File: src/rtl/detector_event_unpacker.sv
// Unpacks a framed detector event word plus its period tag into a stream of
// fixed-width output beats, rejecting words whose framing bits are not all set.
module detector_event_unpacker #(
  parameter int CRC_BITS  = 5,
  parameter int ID_BITS   = 6,
  parameter int DATA_BITS = 128,
  parameter int OUT_BITS  = 16
) (
  input  logic                 clk,
  input  logic                 rst,
  input  logic                 in_valid,
  output logic                 in_ready,
  input  logic [DATA_BITS-1:0] in_data,
  input  logic [47:0]          in_period,
  output logic                 out_valid,
  input  logic                 out_ready,
  output logic [OUT_BITS-1:0]  out_data,
  output logic                 out_last,
  output logic [15:0]          frame_err_count,
  output logic [31:0]          event_count
);

  localparam int PERIOD_BITS = 48;
  localparam int HOLD_BITS   = DATA_BITS + PERIOD_BITS;
  localparam int NUM_BEATS   = HOLD_BITS / OUT_BITS;
  localparam int IDX_BITS    = $clog2(NUM_BEATS);
  localparam int FLAG_POS    = DATA_BITS - CRC_BITS - 1;
  localparam int ID_LSB      = FLAG_POS - ID_BITS;
  localparam logic [IDX_BITS-1:0] LAST_IDX = IDX_BITS'(NUM_BEATS - 1);

  localparam logic [0:0] IDLE = 1'b0;
  localparam logic [0:0] SEND = 1'b1;

  logic [0:0]           state;
  logic [IDX_BITS-1:0]  beat_idx;
  logic [HOLD_BITS-1:0] hold_reg;
  logic [DATA_BITS-1:0] event_word;
  logic                 word_ok;
  logic                 accept;
  logic                 beat_done;
  logic                 last_beat;

  // Header (framing + flag), block id and payload are reassembled in wire order
  assign event_word = {in_data[DATA_BITS-1:FLAG_POS],
                       in_data[ID_LSB +: ID_BITS],
                       in_data[ID_LSB-1:0]};
  assign word_ok    = (&in_data[DATA_BITS-1 -: CRC_BITS]) && in_data[FLAG_POS];

  assign in_ready   = (state == IDLE);
  assign out_valid  = (state == SEND);
  assign accept     = in_valid && in_ready;
  assign beat_done  = out_valid && out_ready;
  assign last_beat  = (beat_idx == LAST_IDX);
  assign out_last   = out_valid && last_beat;
  // The holding register shifts one beat per handshake, so the top slice is always the current beat
  assign out_data   = hold_reg[HOLD_BITS-1 -: OUT_BITS];

  always_ff @(posedge clk or negedge rst) begin
    if (!rst) begin
      state           <= IDLE;
      beat_idx        <= '0;
      hold_reg        <= '0;
      frame_err_count <= '0;
      event_count     <= '0;
    end else begin
      case (state)
        IDLE: begin
          if (accept) begin
            if (word_ok) begin
              hold_reg <= {event_word, in_period};
              beat_idx <= '0;
              state    <= SEND;
            end else if (frame_err_count != 16'hFFFF) begin
              frame_err_count <= frame_err_count + 16'd1;
            end
          end
        end
        SEND: begin
          if (beat_done) begin
            hold_reg <= hold_reg << OUT_BITS;
            if (last_beat) begin
              beat_idx    <= '0;
              event_count <= event_count + 32'd1;
              state       <= IDLE;
            end else begin
              beat_idx <= beat_idx + IDX_BITS'(1);
            end
          end
        end
        default: begin
          state    <= IDLE;
          beat_idx <= '0;
        end
      endcase
    end
  end

endmodule

File: config.mk
export PLATFORM = sky130hd
export DESIGN_NAME = detector_event_unpacker
export DESIGN_NICKNAME = d
export VERILOG_FILES = /design/src/rtl/detector_event_unpacker.sv
export SDC_FILE = /design/constraint.sdc
export NUM_CORES = 1
export LEC_CHECK = 0
export BUFFER_PORTS_ARGS = -buffer_cell sky130_fd_sc_hd__buf_2
export CAP_MARGIN = 10
export CORE_ASPECT_RATIO = 1.75
export CORE_MARGIN = 2
export CORE_UTILIZATION = 26
export DETAILED_ROUTE_END_ITERATION = 7
export GPL_TIMING_DRIVEN = 0
export PLACE_DENSITY_LB_ADDON = 0.1
export SLEW_MARGIN = 20
export SYNTH_ARGS = -nofsm -noshare
export SYNTH_HDL_FRONTEND = slang
export SYNTH_SLANG_ARGS = --single-unit
File: constraint.sdc
create_clock -name clk -period 4 [get_ports clk]
set_input_delay 0.4 -clock clk [delete_from_list [all_inputs] [get_ports clk]]
set_output_delay 0.4 -clock clk [all_outputs]
set_load 0.02 [all_outputs]
# == Word-level counts from Yosys, hierarchy flattened ==
# Index checks and enable logic that the tools add are counted.
# totals
reg_bits,229
out_inout_bits,67
input_bits,180
word_cells,37
# classes
bitwise,2
reduce_logical,8
muxes,14
n_eq_ne,5
n_addsub,3
# ops
op,n
176-bit 2-to-1 mux,3
176-bit one-hot mux with 2 select lines,1
"32-bit by 1-bit adder with 32-bit output, second input constant",1
"16-bit by 1-bit adder with 16-bit output, second input constant",1
4-bit 2-to-1 mux,4
"16-bit != test, second input constant",1
4-bit one-hot mux with 2 select lines,1
"2-bit by 1-bit != test with 1-bit output, second input constant",3
3-bit AND reduction,2
5-bit AND reduction,1
"4-bit by 1-bit adder with 4-bit output, second input constant",1
"4-bit equality test, second input constant",1
1-bit logical AND,4
1-bit 2-to-1 mux,4
4-bit AND reduction,1
1-bit NOT,2
1-bit one-hot mux with 2 select lines,1

# == Depth between registers and ports, before layout ==
# logic_depth
ltp_word,5
ltp_mapped,9
depth_no_buf,7

# == Worst setup path after synthesis ==
# Ideal clock, no wire load.
# synth_path
kind,register to register
from,register state (netlist: out_valid)
to,register hold_reg[100]
required_time_ns,3.868
stages_incl_launch_ff,10
t_arrival_ns,1.724
n_path_buf,4
setup_ns,0.132
setup_slack_ns,2.143
path_cell_list,dfrtp_1 > buf_2 > nand2b_4 > nor3_4 > a21oi_2 > buf_4 > buf_6 > buf_6 > nand2_1 > o21ai_1
# synth_via
elab_chain_cells,4
# synth_rtl
element,line,source
from (decl),34,logic [0:0] state;
from (signal assigned),60,state <= IDLE;
from (signal assigned),72,state <= SEND;
from (signal assigned),84,state <= IDLE;
1-bit NOT (no line),-,
1-bit logical AND,51,assign accept = in_valid && in_ready;
2-bit by 1-bit != test with 1-bit output (no line),-,
3-bit AND reduction (no line),-,
to (signal assigned),70,"hold_reg <= {event_word, in_period};"
to (signal assigned),80,hold_reg <= hold_reg << OUT_BITS;
to (decl),36,logic [HOLD_BITS-1:0] hold_reg;
# Several ways; a longest one is shown, not always the timed one.
# A chain may end at the register's enable or synchronous reset.

# == Worst setup path in the final report ==
# layout_path
from,register state (netlist: out_valid)
to,register hold_reg[52]
# The elaborated chain is that of the path after synthesis.

==> implementation parameters <==
Parameter                              Value

GRT
  Initial antenna violation count    13
  Met1 capacity usage during global routing    17.8%
  Largest net degree at the start of global routing    87
  Busiest layer in global routing    met2
  Global routing met3 resource utilization    2.93%
  Met2 Usage GRT    29.9%
  GRT Util Overall    approximately 16%
  Global-route wire length before repair    51600 um
  Vias in the first global route    about 8600
  Total global routing overflow    0

Placed design
  Count of port buffers added during placement    246
  HPWL after DPL    25800 um
  Cell Count Post-Placement    1716
  Last weighted congestion value of the routability-driven placer    0.784

CTS
  Maximum level of the CTS H-tree    1
  Number of sinks on the clock net    ~230
  Number of buffers on the longest clock path    3
  Number of gates resized after cts    0
  Number of setup buffers added after CTS    0
  CTS Buf Count    25
  Clk slew on worst S/H paths    0.07 ns
  Cts hold-fix bufs    1
  TritonCTS clock tree    yes
  Clock root cell    clkbuf_16
  Source-to-sink clock delay at the later pin of the worst-skew pair    between 0.5 and 0.6 ns

Final layout
  Area used by multi-input combinational logic    about 4300 um^2
  Fraction of layout instances using a drive strength above 1    26.4%
  Count of non-filler cells in the finished layout    1767
  Final Net Count    1433
  Layout overhead on the synthesized area    26.3%
  Seq. cell area    between 5000 and 6000 um^2
  Largest register FFs    176
  Number of fill cells in the layout    4165

Logic synthesis
  Sequential cell area fraction in the yosys report    54.6%
  Number of synthesized register bits    roughly 230
  Most used standard cell by instance count after synthesis    dfrtp_1
  Count of flip-flops with a built-in enable after synthesis    0
  Syn_area_per_cell    between 10 and 15 um^2
  Nets in the synthesized netlist    1157
  Synth area leader    dfrtp_1
  Unique masters post-synth    37
  Leading post-synthesis cells by instance count    229 x dfrtp_1, 180 x nand2_1, 160 x mux2i_1
  Main synth FF type    dfrtp_1
  Async set or reset register ratio after synthesis    100%
  Share of the synthesized area in the top cell type    54.6%
  Synthesized netlist cell count    973
  Yosys warning total    0
  Main area contributors after synthesis    dfrtp_1 55%, mux2i_1 15%, nand2_1 6.4%
  Synthesized cell area    10500 um^2

Timing
  Slew Viols, Final    0
  Unrepaired setup endpoints after global routing    no
  Part of the cycle the worst path needs    between 50% and 60%
  Final setup viols    0
  Headroom to the max-slew limit    45.8%
  Fmax    443 MHz
  Clock tree skew after final layout    0.0135 ns
  Setup TNS after final layout    0 ns
  Period minus WS final    2.26 ns
  Worst slew pin tran    0.813 ns
  Number of failing hold endpoints at the final stage    0

Run status
  Run status    finished, final reports clean

Setup path
  Worst Reg2Reg Path Length in Cells    8
  Setup slack on the worst flop-to-flop path    1.74 ns
  Start point of the critical path    out_valid
  Startpoint type of the worst setup path    register
  Arr. time, crit path    2.65 ns
  Crit Reg-Reg Startpoint    out_valid
  Worst Path Required    4.39 ns
  Critical path fanouts, max    10
  Critical Path Sink Type    register
  Start-to-end type of the worst setup path    reg2reg
  Reg2reg end    hold_reg[52]
  Worst setup endpoint    hold_reg[52]

Job
  Max-capacitance violation count    0

Floorplan
  Die X    about 160 um
  Vert. Die Dim    270 um
  Die ar.    roughly 42000 um^2
  Number of standard-cell rows in the floorplan    97
  Core ar.    ~40000 um^2
  Starting utilization of the core area    26.3%
  Ports placed on the boundary    approximately 250

Min path
  Worst hold path class    in2reg
  Number of cells on the worst hold path    2

Route
  Violation count after the first detailed-route iteration    about 240
  Final wirelength    33300 um
  1st-pass router iterations    4
  Average routed wire per standard cell    18.9 um
  Detail-routed via count per cell    4.52
  Total via count after detailed routing    between 7000 and 8000
  Post-DRT Antenna Nets    0
  Post-detailed-route DRC marker count    0

Pwr
  Power density cells    594 nW/um^2
  Maximum ir drop on the vdd rail    0.345 mV
  Total power after layout    7860 uW
  Leak Pwr    0.00648 uW
cell type report:
type,count,area share (%)
Clock buffer,36,5.49
Clock inverter,9,0.718
Tap cell,495,4.68
Antenna cell,5,0.0945
Sequential cell,229,43.3
Inverter,4,0.113
Timing Repair Buffer,249,9.86
Multi-Input combinational cell,665,32.4
Buffer,75,3.40
where the power goes:
| part | internal (uW) | switching (uW) |
|---|---|---|
| Sequential | 3030 | 498 |
| Combinational | 869 | 1070 |
| Clock | 1390 | 1000 |
critical path, cell delays in order (launching register included):
cell      delay, ns
dfrtp_1        0.37
buf_2          0.19
nand2b_4       0.17
nor3_4         0.50
a21oi_2        0.15
buf_4          0.23
clkbuf_1       0.28
nand2_1        0.13
o21ai_0        0.09
how the worst min path moves through the flow:
stage,from,end,slack [ns]
2_1_floorplan,rst,beat_idx[0],0.10
3_3_place_gp,event_count[31],event_count[31],0.46
3_5_place_dp,rst,hold_reg[163],0.39
4_1_cts,in_period[2],hold_reg[2],0.05
5_1_grt,in_period[15],hold_reg[15],0.07
6_report,in_period[2],hold_reg[2],0.08
cells by family (layout without fill, tap and decap cells):
| group | Yosys count | count (layout) | share of synthesized area [%] |
|---|---|---|---|
| buffers and inverters | 79 | 373 | 4.44 |
| other | 0 | 5 | 0 |
| AOI/OAI and AO/OA | 190 | 190 | 9.89 |
| muxes | 162 | 162 | 15.5 |
| DFF | 229 | 229 | 54.6 |
| xor gates and xnor gates | 45 | 45 | 3.76 |
| adders and majority gates | 4 | 4 | 0.477 |
| and+or+nand+nor | 264 | 264 | 11.3 |
placed cells by master (no fill, tap or decap), types with 20 or more instances in the layout:
| cell | n |
|---|---|
| xnor2_1 | 28 |
| clkbuf_16 | 25 |
| o21ai_0 | 56 |
| mux2i_1 | 160 |
| clkbuf_1 | 43 |
| o21ai_1 | 110 |
| buf_2 | 251 |
| nand4_1 | 20 |
| nand2_1 | 180 |
| dfrtp_1 | 229 |
routing by layer:
| layer | part of all wire (%) | vias up |
|---|---|---|
| li1 | - | 3927 |
| met1 | 38 | 3821 |
| met5 | 0.31 | - |
| met3 | 4.2 | 51 |
| met2 | 55 | 170 |
| met4 | 2.5 | 16 |
per-stage QoR:
step                      setup WS (ns)  area (um^2)  hold WS [ns]  utilization, %
after detailed placement           1.53        12400         0.389            31.1
final                              1.74        13200        0.0831            33.2
after global routing               1.49        13200        0.0721            33.2
after global placement            -2.12        12300         0.456            30.9
after floorplan                    2.14        10500         0.104               -
after CTS                          1.60        13200        0.0458            33.1
(Power assumes the default switching activity.)
